## src/rtl/external_io_fifo.sv

```systemverilog
// external_io_fifo
// Host IO block sitting between the board pins and the shapool core.
// During the load phase the job and device configuration are shifted in
// over SPI0 / SPI1. In EXEC the core runs and every success is buffered in a
// small result FIFO. When the host selects SPI1 the buffered results are
// shifted out on sdo1, after which SPI1 data passes straight through so that
// several devices can be daisy-chained.
//
// Ports
//   clk, reset            reference clock, synchronous active-high reset
//   load                  high = load phase (core held, config shifting)
//   sck0, sdi0, cs0_n     SPI0, job configuration
//   sck1, sdi1, cs1_n     SPI1, device configuration / result drain
//   sdo1                  SPI1 data out
//   device_config         loaded device configuration (nonce_start)
//   job_config            loaded job configuration
//   job_config_complete   a full job word has been shifted since load entry
//   shapool_result        candidate nonce from the core
//   shapool_success       one-cycle success strobe from the core
//   ready                 result FIFO non-empty (host interrupt)
//   halt                  core must stop
//   overflow              sticky, a success was dropped on a full FIFO
//   result_count          FIFO occupancy
//
// state       | meaning
// ------------+----------------------------------------------------------
// IDLE        | load phase, SPI0/SPI1 shift job/device configuration
// EXEC        | core running, successes pushed into the result FIFO
// DRAIN_LOAD  | one cycle, FIFO head (or zero) copied into shift register
// DRAIN_SHIFT | results shifted out on sdo1, then SPI1 pass-through
module external_io_fifo #(
  parameter int DEVICE_CONFIG_WIDTH = 8,
  parameter int JOB_CONFIG_WIDTH    = 360,
  parameter int RESULT_DATA_WIDTH   = 32,
  parameter int RESULT_DEPTH        = 4,
  parameter int SYNC_STAGES         = 2
) (
  input  logic                                clk,
  input  logic                                reset,
  input  logic                                load,
  input  logic                                sck0,
  input  logic                                sdi0,
  input  logic                                cs0_n,
  input  logic                                sck1,
  input  logic                                sdi1,
  output logic                                sdo1,
  input  logic                                cs1_n,
  output logic [DEVICE_CONFIG_WIDTH-1:0]      device_config,
  output logic [JOB_CONFIG_WIDTH-1:0]         job_config,
  output logic                                job_config_complete,
  input  logic [RESULT_DATA_WIDTH-1:0]        shapool_result,
  input  logic                                shapool_success,
  output logic                                ready,
  output logic                                halt,
  output logic                                overflow,
  output logic [$clog2(RESULT_DEPTH):0]       result_count
);

  localparam int PTR_W  = $clog2(RESULT_DEPTH);
  localparam int CNT_W  = PTR_W + 1;
  localparam int JCNT_W = $clog2(JOB_CONFIG_WIDTH + 1);
  localparam int WCNT_W = (RESULT_DATA_WIDTH > 1) ? $clog2(RESULT_DATA_WIDTH) : 1;

  localparam logic [CNT_W-1:0]  FIFO_FULL_CNT = CNT_W'(RESULT_DEPTH);
  localparam logic [JCNT_W-1:0] JCNT_MAX      = JCNT_W'(JOB_CONFIG_WIDTH);
  localparam logic [WCNT_W-1:0] WORD_LAST     = WCNT_W'(RESULT_DATA_WIDTH - 1);

  typedef enum logic [1:0] {
    IDLE        = 2'd0,
    EXEC        = 2'd1,
    DRAIN_LOAD  = 2'd2,
    DRAIN_SHIFT = 2'd3
  } state_t;

  state_t state;
  state_t state_next;

  // synchronisers and edge detection
  logic [SYNC_STAGES-1:0] sck0_sync;
  logic [SYNC_STAGES-1:0] sdi0_sync;
  logic [SYNC_STAGES-1:0] sck1_sync;
  logic [SYNC_STAGES-1:0] sdi1_sync;
  logic                   sck0_old;
  logic                   sck1_old;
  logic                   sdi0_s;
  logic                   sdi1_s;
  logic                   sck0_edge;
  logic                   sck1_edge;

  // result FIFO
  logic [RESULT_DATA_WIDTH-1:0] fifo_mem [RESULT_DEPTH];
  logic [PTR_W-1:0]             wr_ptr;
  logic [PTR_W-1:0]             rd_ptr;
  logic [CNT_W-1:0]             fifo_count;
  logic                         fifo_full;
  logic                         fifo_empty;
  logic [RESULT_DATA_WIDTH-1:0] fifo_head;

  // drain shifter and config counters
  logic [RESULT_DATA_WIDTH-1:0] shift_reg;
  logic [WCNT_W-1:0]            word_cnt;
  logic [JCNT_W-1:0]            job_cnt;
  logic                         word_last;

  // control strobes from the FSM
  logic enter_idle;
  logic push;
  logic drop;
  logic drain_load;
  logic drain_shift;
  logic pop;
  logic cfg_shift_en;

  assign sdi0_s    = sdi0_sync[SYNC_STAGES-1];
  assign sdi1_s    = sdi1_sync[SYNC_STAGES-1];
  // chip selects are qualifiers only, taken straight from the pins
  assign sck0_edge = sck0_sync[SYNC_STAGES-1] & ~sck0_old & ~cs0_n;
  assign sck1_edge = sck1_sync[SYNC_STAGES-1] & ~sck1_old & ~cs1_n;

  always_ff @(posedge clk) begin
    if (reset) begin
      sck0_sync <= '0;
      sdi0_sync <= '0;
      sck1_sync <= '0;
      sdi1_sync <= '0;
      sck0_old  <= 1'b0;
      sck1_old  <= 1'b0;
    end else begin
      sck0_sync <= {sck0_sync[SYNC_STAGES-2:0], sck0};
      sdi0_sync <= {sdi0_sync[SYNC_STAGES-2:0], sdi0};
      sck1_sync <= {sck1_sync[SYNC_STAGES-2:0], sck1};
      sdi1_sync <= {sdi1_sync[SYNC_STAGES-2:0], sdi1};
      sck0_old  <= sck0_sync[SYNC_STAGES-1];
      sck1_old  <= sck1_sync[SYNC_STAGES-1];
    end
  end

  // ---------------------------------------------------------------- FSM
  always_ff @(posedge clk) begin
    if (reset) begin
      state <= IDLE;
    end else begin
      state <= state_next;
    end
  end

  always_comb begin
    state_next  = state;
    enter_idle  = 1'b0;
    push        = 1'b0;
    drop        = 1'b0;
    drain_load  = 1'b0;
    drain_shift = 1'b0;
    if (load) begin
      // load overrides everything; flush only on an actual transition into IDLE
      state_next = IDLE;
      enter_idle = (state != IDLE);
    end else begin
      case (state)
        IDLE: begin
          state_next = EXEC;
        end
        EXEC: begin
          push = shapool_success & ~fifo_full;
          drop = shapool_success & fifo_full;
          if (!cs1_n) begin
            state_next = DRAIN_LOAD;
          end
        end
        DRAIN_LOAD: begin
          drain_load = 1'b1;
          state_next = DRAIN_SHIFT;
        end
        DRAIN_SHIFT: begin
          drain_shift = sck1_edge;
        end
        default: begin
          state_next = IDLE;
        end
      endcase
    end
  end

  assign cfg_shift_en = (state == IDLE);
  assign word_last    = (word_cnt == WORD_LAST);
  assign pop          = (drain_load | (drain_shift & word_last)) & ~fifo_empty;

  // ---------------------------------------------------------------- FIFO
  assign fifo_full  = (fifo_count == FIFO_FULL_CNT);
  assign fifo_empty = (fifo_count == '0);
  assign fifo_head  = fifo_mem[rd_ptr];

  // push only in EXEC, pop only in DRAIN, so the two never coincide
  always_ff @(posedge clk) begin
    if (reset || enter_idle) begin
      wr_ptr     <= '0;
      rd_ptr     <= '0;
      fifo_count <= '0;
      overflow   <= 1'b0;
    end else begin
      if (push) begin
        wr_ptr     <= wr_ptr + 1'b1;
        fifo_count <= fifo_count + 1'b1;
      end
      if (pop) begin
        rd_ptr     <= rd_ptr + 1'b1;
        fifo_count <= fifo_count - 1'b1;
      end
      if (drop) begin
        overflow <= 1'b1;
      end
    end
  end

  always_ff @(posedge clk) begin
    if (push) begin
      fifo_mem[wr_ptr] <= shapool_result;
    end
  end

  // ---------------------------------------------------------------- config
  always_ff @(posedge clk) begin
    if (reset) begin
      job_config    <= '0;
      device_config <= '0;
      job_cnt       <= '0;
    end else begin
      if (cfg_shift_en && sck0_edge) begin
        job_config <= {job_config[JOB_CONFIG_WIDTH-2:0], sdi0_s};
        if (job_cnt != JCNT_MAX) begin
          job_cnt <= job_cnt + 1'b1;
        end
      end
      if (cfg_shift_en && sck1_edge) begin
        device_config <= {device_config[DEVICE_CONFIG_WIDTH-2:0], sdi1_s};
      end
      if (enter_idle) begin
        job_cnt <= '0;
      end
    end
  end

  // ---------------------------------------------------------------- drain
  // While local words remain, each word boundary reloads the shifter and the
  // upstream bits collected during that word are lost. After the last local
  // word the shifter just keeps shifting, giving a 32-bit-delayed pass-through.
  always_ff @(posedge clk) begin
    if (reset) begin
      shift_reg <= '0;
      word_cnt  <= '0;
    end else if (drain_load) begin
      shift_reg <= fifo_empty ? '0 : fifo_head;
      word_cnt  <= '0;
    end else if (drain_shift) begin
      if (word_last) begin
        word_cnt <= '0;
        if (!fifo_empty) begin
          shift_reg <= fifo_head;
        end else begin
          shift_reg <= {shift_reg[RESULT_DATA_WIDTH-2:0], sdi1_s};
        end
      end else begin
        shift_reg <= {shift_reg[RESULT_DATA_WIDTH-2:0], sdi1_s};
        word_cnt  <= word_cnt + 1'b1;
      end
    end
  end

  // ---------------------------------------------------------------- outputs
  assign sdo1 = ((state == DRAIN_LOAD) || (state == DRAIN_SHIFT))
                ? shift_reg[RESULT_DATA_WIDTH-1]
                : device_config[DEVICE_CONFIG_WIDTH-1];

  assign ready               = (fifo_count != '0);
  assign halt                = (state != EXEC) | fifo_full;
  assign job_config_complete = (job_cnt == JCNT_MAX);
  assign result_count        = fifo_count;

endmodule

```

## config.mk

```make
export PLATFORM = sky130hd
export DESIGN_NAME = external_io_fifo
export DESIGN_NICKNAME = d
export VERILOG_FILES = /design/src/rtl/external_io_fifo.sv
export SDC_FILE = /design/constraint.sdc
export NUM_CORES = 1
export LEC_CHECK = 0
export CAP_MARGIN = 40
export CORE_UTILIZATION = 61
export DETAILED_ROUTE_END_ITERATION = 10
export DONT_BUFFER_PORTS = 1
export HOLD_SLACK_MARGIN = 0.02
export PLACE_DENSITY = 0.75
export SLEW_MARGIN = 20
export SYNTH_ARGS = -nofsm -noshare
export SYNTH_HDL_FRONTEND = slang
export SYNTH_SLANG_ARGS = --single-unit
```

## constraint.sdc

```tcl
create_clock -name clk -period 2.6 [get_ports clk]
set_input_delay 0.39 -clock clk [delete_from_list [all_inputs] [get_ports clk]]
set_output_delay 0.39 -clock clk [all_outputs]
set_load 0.03 [all_outputs]
```

======== Word-level counts from Yosys, hierarchy flattened ========
Memory sizes are Yosys's and may differ from the RTL's. A register that Yosys moved wholly into a read port is not among the register bits.
Cells that the tools add are included.
cells by class
  $add $sub $neg .......................... 6
  equality and inequality tests ........... 9
  mux-type cells .......................... 24
  bitwise operators ....................... 16
  reduce and logical (&&, ||, !) cells .... 16
operators by type and width
  cell                                                                 count
  32-bit 2-to-1 mux                                                    5
  1-bit 2-to-1 mux                                                     12
  9-bit by 1-bit adder with 9-bit output (second input constant)       1
  9-bit == test (second input constant)                                1
  9-bit != test (second input constant)                                1
  1-bit bitwise AND                                                    8
  2-bit 2-to-1 mux                                                     3
  3-bit 2-to-1 mux                                                     2
  1-bit inverter                                                       6
  2-bit one-hot mux with 3 select lines                                1
  2-bit nonzero test                                                   3
  3-bit nonzero test                                                   2
  2-bit OR reduction                                                   3
  5-bit by 1-bit adder with 5-bit output (second input constant)       1
  5-bit == test (second input constant)                                1
  5-bit 2-to-1 mux                                                     1
  2-bit by 1-bit adder with 2-bit output (second input constant)       2
  2-bit == test (second input constant)                                2
  2-bit AND reduction                                                  2
  3-bit by 1-bit adder with 3-bit output (second input constant)       1
  3-bit == test (second input constant)                                1
  3-bit zero test                                                      1
  3-bit by 1-bit subtractor with 3-bit output (second input constant)  1
  2-bit by 1-bit == test with 1-bit output (second input constant)     1
  6 further kinds                                                      9
storage, ports and cells
  register bits ........................... 434
  memory bits (writable) .................. 128
  input port bits ......................... 42
  output and inout port bits .............. 376
  word-level logic and storage cells ...... 88
  memories ................................ 1
memories
  memory    words  width  read ports  clocked after Yosys merged registers in  wr ports  RTL line  RTL
  fifo_mem  4      32     1           1                                        1         91        logic [RESULT_DATA_WIDTH-1:0] fifo_mem [RESULT_DEPTH];

======== Depth between registers and ports, before layout ========
Gate-level depths: netlist (run 1).
  depth after elaboration ................. 10
  depth in mapped cells ................... 10

======== Least setup slack after synthesis (run 1) ========
OpenSTA, ideal clock, no wires.
  path kind ............................... reg2reg
  start ................................... reg fifo_count[0], in the netlist result_count[0]
  end ..................................... mem fifo_mem[1][0], enable pin
  library setup time ...................... 0.392 ns
  data arrival time ....................... 1.981 ns
  path slack .............................. 0.227 ns
  cell stages (with the launch flop) ...... 4
  period minus slack after synthesis ...... 2.373 ns
  path through ............................ dfxtp_1 > nor3b_1 > nor3_1 > and2_1
on the way
  cells in the longest elaborated chain, start to end .. 7
ends and longest elaborated chain
  what                                    RTL line  RTL
  from (decl)                             94        logic [CNT_W-1:0] fifo_count;
  from (signal assigned)                  203       fifo_count <= fifo_count + 1'b1;
  from (signal assigned)                  207       fifo_count <= fifo_count - 1'b1;
  3-bit == test                           189       assign fifo_full = (fifo_count == FIFO_FULL_CNT);
  1-bit inverter                          164       push = shapool_success & ~fifo_full;
  1-bit bitwise AND                       164
  1-bit 2-to-1 mux                        159       case (state)
  1-bit 2-to-1 mux                        154       if (load) begin
  1-bit 2-to-1 mux                        216       if (push) begin
  1-bit 2-to-1 mux (not written as such)  217       fifo_mem[wr_ptr] <= shapool_result;
  to (decl)                               91
Every way passes these cells.

======== Worst setup path in the final report (run 1) ========
  start ................................... reg word_cnt[0]
  end ..................................... reg shift_reg[4]
on the way
  cells in the longest elaborated chain, start to end .. 4
ends and longest elaborated chain
  what                    RTL line  RTL
  from (decl)             101       logic [WCNT_W-1:0] word_cnt;
  from (signal assigned)  264       word_cnt <= word_cnt + 1'b1;
  5-bit == test           185       assign word_last = (word_cnt == WORD_LAST);
  32-bit 2-to-1 mux       255       if (word_last) begin
  32-bit 2-to-1 mux       254       end else if (drain_shift) begin
  32-bit 2-to-1 mux       251       end else if (drain_load) begin
  to (signal assigned)    252       shift_reg <= fifo_empty ? '0 : fifo_head;
  to (signal assigned)    258       shift_reg <= fifo_head;
  to (signal assigned)    260       shift_reg <= {shift_reg[RESULT_DATA_WIDTH-2:0], sdi1_s};
  to (decl)               100       logic [RESULT_DATA_WIDTH-1:0] shift_reg;
Every way passes these cells. The select of a mux whose other input is x is not followed.
A chain may end at the register's enable or synchronous reset.

==> flow_metrics.env, run 1 <==
export IMPL_post_place_ws_ps=298
export IMPL_synth_cell_types=52
export IMPL_synth_seq_area_share=0.625
export IMPL_fp_dieW_um=184
export IMPL_worst_setup_path_start_kind="register"
export IMPL_required_ps=3080
export IMPL_skew_ps=34.7
export IMPL_netlist_area_mm2=0.0201
export IMPL_power_frac_seq=0.525
export IMPL_final_common_cell="nand2_1"
export IMPL_path_delay_family="buffers and inverters"
export IMPL_std_cell_rows=66
export IMPL_fin_ws_ps=25.5
export IMPL_synthCells=2095
export IMPL_h_tree_depth=2
export IMPL_tightest_slew_ps=1100
export IMPL_n_fill_cell=1875
export IMPL_crit_chain="ha_1, and3_1, ha_1, buf_4, o21a_2, a221oi_1, nor3_1, dlygate4sd3_1"
export IMPL_clk_pin_slew_ps=70
export IMPL_post_route_min_period_ps=2570
export IMPL_num_vias=16473
export IMPL_dieArea_mm2=0.0337
export IMPL_synth_fp_nets=2151
export IMPL_fin_setup_tns_ps=0
export IMPL_finalWirelength_um=56700
export IMPL_start_util=0.620
export IMPL_rsz0062_at_grt="false"
export IMPL_p_int_mw=13.5
export IMPL_first_pass_iters=7
export IMPL_p_sw_frac=0.211
export IMPL_status="finished, final reports clean"
export IMPL_vias_per_cell=5.85
export IMPL_placed_cell_area_mm2=0.0205
export IMPL_port_buffers=0
export IMPL_async_flop_share=0
export IMPL_syn_to_final_growth_pct=25.8
export IMPL_finish_instance_area_mm2=0.0253
export IMPL_ioPinCount=418
export IMPL_critPathBufInv=2
export IMPL_synth_edf_count=128
export IMPL_cpPeakStageDelay_ps=620
export IMPL_gp_congestion=0.793
export IMPL_cp_end_kind="register"
export IMPL_combPwrFrac=0.021
export IMPL_leakagePower_nw=9.12
export IMPL_drive_above_1_share=0.0678
export IMPL_switchingPower_mw=3.61
export IMPL_ys_warnings_count=0
export IMPL_ant_nets=0
export IMPL_cts_max_path_buffers=3
export IMPL_cp_max_fo=7
export IMPL_maxCapViolCount=0
export IMPL_setup_viol_count_final=0
export IMPL_cts_root_buf="clkbuf_16"
export IMPL_max_freq_mhz=388
export IMPL_largest_reg_flops=360
export IMPL_synth_seq_cells=564
export IMPL_cts_sinks=564
export IMPL_max_slew_margin=0.265
export IMPL_synth_ff_type="dfxtp_1"
export IMPL_p_total_mw=17.1
export IMPL_gr_total_overflow=0
export IMPL_hpwlAfterDp_um=29000
export IMPL_die_h_um=184
export IMPL_final_max_slew_viol_count=0
export IMPL_cp_common_cell="ha_1"
export IMPL_worstSetupPathType="register to register"
export IMPL_slowest_stage="dlygate4sd3_1"
export IMPL_drt_initial_drc_count=1538
export IMPL_grt_pass1_wl_um=84400
export IMPL_fin_crit_sh=0.990
export IMPL_syn_avg_cell_area_um2=9.60
export IMPL_hold_class="input port to register"
export IMPL_antenna_found_initial=2
export IMPL_clkPwrFrac=0.454
export IMPL_cp_arrival_ps=3050
export IMPL_grt_pass1_vias=15932
export IMPL_wl_per_cell_um=20.1
export IMPL_drc=0
export IMPL_ir_drop_mv=0.587
export IMPL_grt_max_degree=416
export IMPL_hold_violations=0
export IMPL_cts_tree="yes"
export IMPL_core_mm2=0.0325
export IMPL_layout_common_cells="nand2_1, dfxtp_1, a21oi_1"
export IMPL_grt_usage=0.317
export IMPL_fin_nets=2388
export IMPL_numCtsBuffers=53
export IMPL_clk_latency_ps=610
export IMPL_p_per_area_mw_per_mm2=677
## final cells by class
cell class,instances,area [um2],area share
Antenna cell,1,2.50,0.0000989
Timing Repair Buffer,333,3500,0.138
Tap cell,442,553,0.0219
Clock inverter,22,221,0.00875
Sequential cell,564,12600,0.497
Inverter,12,45.0,0.00178
Multi-Input combinational cell,1368,6910,0.273
Clock buffer,75,1500,0.0592
## power by group through the flow
stage	Combinational (mW)	Sequential [mW]	Clock, mW
after floorplan	0.269	9.20	0
after detailed placement	0.241	9.20	0
after global routing	0.380	9.00	8.21
final	0.353	9.01	7.78
after CTS	0.325	9.01	7.78
after global placement	0.232	9.20	0
## metrics by stage
stage / hold WS [ps] / util / instances
2_1_floorplan: 414 / - / 2095
3_3_place_gp: 423 / 0.630 / 2415
3_5_place_dp: 432 / 0.630 / 2416
4_1_cts: -132 / 0.775 / 2809
5_1_grt: 15.3 / 0.780 / 2817
6_report: 105 / 0.780 / 2817
## final timing paths
| path | start | end | slack [ps] | cells after the start |
|---|---|---|---|---|
| worst min-delay path | load | wr_ptr[1] | 100 | 3 |
| worst min register to register | sdi0_sync[1] | job_config[0] | 470 | 2 |
| worst max register to register | word_cnt[0] | shift_reg[4] | 30 | 8 |
| worst max-delay path | word_cnt[0] | shift_reg[4] | 30 | 8 |
## routing by layer
metal  up-vias  part of all wire  global-route usage  wire length (um)
met5         -           0.00025                   0                14
met4         2             0.057               0.186              3210
met3       228              0.10               0.114              5810
met2       857              0.50               0.539             28200
met1      7866              0.34               0.340             19500
li1       7520                 -                   -                 -
## cell usage after synthesis, drive strengths merged (3+ instances only)
master	instances	area, um2
nor2b	11	68.8
nand2	744	2790
o21ai	5	25.0
ha	13	163
or3	3	23.8
nand2b	4	25.0
mux2i	4	40.0
edfxtp	128	3840
nand3	5	25.0
and2	5	31.3
mux4	32	721
nor2	51	191
nand4	3	25.0
buf	57	287
dfxtp	436	8730
clkbuf	94	353
nor3	36	180
or4	3	22.5
o211ai	3	22.5
a221oi	32	280
inv	12	45.0
a21oi	379	1900
xnor2	6	52.6
## cells by family after synthesis
kind of cell	after synthesis	share of synthesized area
AND/OR/NAND/NOR	877	0.174
XOR/XNOR	8	0.00348
buffers and inverters	163	0.0340
multiplexers	37	0.0384
flip-flops	564	0.625
adder cells (fa/ha/maj)	14	0.00908
AO/OA/AOI/OAI	432	0.116
## tightest hold or removal path: stages
cell and delay [ps]:
nor3_1 90, nand2_1 90, a21oi_1 70
## what timing repair did
item | CTS | global route
endpoints found under the hold margin | 542 | 7
gates resized for setup | 0 | 11
setup endpoints to repair | 0 | 140
buffers inserted | 0 | 4
hold buffers | 296 | 1
Power figures use the tool's default switching activity.
==> inputs of run 2 (changes only) <==
--- a/config.mk
+++ b/config.mk
@@ -5,12 +5,12 @@
 export SDC_FILE = /design/constraint.sdc
 export NUM_CORES = 1
 export LEC_CHECK = 0
+export BUFFER_PORTS_ARGS = -buffer_cell sky130_fd_sc_hd__clkbuf_2
 export CAP_MARGIN = 40
-export CORE_UTILIZATION = 61
+export CORE_UTILIZATION = 54
 export DETAILED_ROUTE_END_ITERATION = 10
-export DONT_BUFFER_PORTS = 1
 export HOLD_SLACK_MARGIN = 0.02
-export PLACE_DENSITY = 0.75
+export PLACE_DENSITY = 0.77
 export SLEW_MARGIN = 20
 export SYNTH_ARGS = -nofsm -noshare
 export SYNTH_HDL_FRONTEND = slang
==> flow_metrics.env, run 2 (synthesis results as in run 1) <==
export IMPL_status="finished, final reports clean"
export IMPL_h_tree_depth=2
export IMPL_slowest_stage="dfxtp_1"
export IMPL_p_int_mw=13.6
export IMPL_cp_end_kind="output port"
export IMPL_final_util=0.677
export IMPL_core_mm2=0.0366
export IMPL_fin_setup_tns_ps=0
export IMPL_gr_total_overflow=0
export IMPL_syn_to_final_growth_pct=23.2
export IMPL_combPwrFrac=0.027
export IMPL_gp_congestion=0.836
export IMPL_fin_nets=2538
export IMPL_ant_nets=0
export IMPL_p_per_area_mw_per_mm2=696
export IMPL_final_max_slew_viol_count=0
export IMPL_dieArea_mm2=0.0380
export IMPL_finalWirelength_um=49400
export IMPL_tightest_slew_ps=1090
export IMPL_ioPinCount=418
export IMPL_skew_ps=18.7
export IMPL_fp_dieW_um=195
export IMPL_hpwlAfterDp_um=31100
export IMPL_die_h_um=195
export IMPL_crit_chain="inv_1, ha_2, nor2_2, mux2_2, clkbuf_2"
export IMPL_hold_violations=0
export IMPL_n_fill_cell=2778
export IMPL_required_ps=2210
export IMPL_std_cell_rows=70
export IMPL_grt_max_degree=253
export IMPL_p_total_mw=17.2
export IMPL_path_delay_family="flip-flops"
export IMPL_post_cts_setup_buffers=0
export IMPL_start_util=0.549
export IMPL_grt_usage=0.256
export IMPL_wl_per_cell_um=16.5
export IMPL_vias_per_cell=5.38
export IMPL_numCtsBuffers=54
export IMPL_switchingPower_mw=3.66
export IMPL_p_sw_frac=0.212
export IMPL_drive_above_1_share=0.226
export IMPL_cts_root_buf="clkbuf_16"
export IMPL_maxCapViolCount=0
export IMPL_num_vias=16110
export IMPL_critPathBufInv=2
export IMPL_cts_sinks=564
export IMPL_worst_setup_path_start_kind="register"
export IMPL_cpPeakStageDelay_ps=430
export IMPL_cp_arrival_ps=2070
export IMPL_cp_max_fo=7
export IMPL_grt_pass1_vias=15086
export IMPL_layout_common_cells="nand2_1, dfxtp_1, clkbuf_2"
export IMPL_leakagePower_nw=9.19
export IMPL_cts_tree="yes"
export IMPL_worstSetupPathType="register to output port"
export IMPL_antenna_found_initial=2
export IMPL_power_frac_seq=0.522
export IMPL_setup_viol_count_final=0
export IMPL_rsz0062_at_grt="false"
export IMPL_first_pass_iters=5
export IMPL_drc=0
export IMPL_post_place_ws_ps=358
export IMPL_post_route_min_period_ps=2460
export IMPL_cts_max_path_buffers=3
export IMPL_drt_initial_drc_count=1089
export IMPL_port_buffers=417
export IMPL_clk_latency_ps=600
export IMPL_fin_ws_ps=139
export IMPL_largest_reg_flops=360
export IMPL_max_slew_margin=0.270
export IMPL_max_freq_mhz=406
export IMPL_hold_class="input port to register"
export IMPL_fin_crit_sh=0.947
export IMPL_grt_pass1_wl_um=78600
export IMPL_clkPwrFrac=0.451
export IMPL_final_common_cell="nand2_1"
export IMPL_ir_drop_mv=0.707
export IMPL_clk_pin_slew_ps=60
## run 2: path summary, 6_finish.rpt
kind,startpoint,endpoint,slack (ps),cells after the start
max,state[0],sdo1,140,5
min,load,state[1],160,2
max reg2reg,word_cnt[0],result_count[2],350,8
min reg2reg,sck1_sync[0],sck1_sync[1],440,1
## run 2: what timing repair did
action / 4_1_cts / 5_1_grt
gates resized for setup: 0 / 2
hold buffers: 37 / 0
endpoints found under the setup margin: 0 / 1
hold endpoints to repair: 135 / 0
## run 2: cell type report
| type | instances | area [um2] | area share |
|---|---|---|---|
| repair buffers | 482 | 2910 | 0.117 |
| diodes | 2 | 5.00 | 0.000202 |
| multi-input cells | 1368 | 6880 | 0.278 |
| clock inverters | 28 | 292 | 0.0118 |
| well taps | 468 | 586 | 0.0236 |
| flip-flops and latches | 564 | 12600 | 0.507 |
| inverters | 12 | 45.0 | 0.00182 |
| clock buffers | 72 | 1490 | 0.0601 |
## run 2: power by group through the flow
stage               clock network, mW  registers (mW)  logic (mW)
floorplan                           0            9.20       0.269
global placement                    0            9.20       0.391
detailed placement                  0            9.20       0.404
CTS                              7.90            9.01       0.452
global route                     8.27            9.00       0.504
finish                           7.77            9.01       0.462
## run 2: routing by layer
| layer | vias to the layer above | track usage | part of all wire |
|---|---|---|---|
| li1 | 7833 | - | - |
| met1 | 7581 | 0.306 | 0.39 |
| met2 | 577 | 0.439 | 0.50 |
| met3 | 119 | 0.0563 | 0.073 |
| met4 | 0 | 0.119 | 0.039 |
| met5 | - | 0 | 0 |
## run 2: per-stage QoR
step	area (um2)	hold slack, ps	std cells
2_1_floorplan	20100	414	2095
3_3_place_gp	22600	422	2855
3_5_place_dp	22600	435	2856
4_1_cts	24700	119	2993
5_1_grt	24800	155	2995
6_report	24800	165	2996
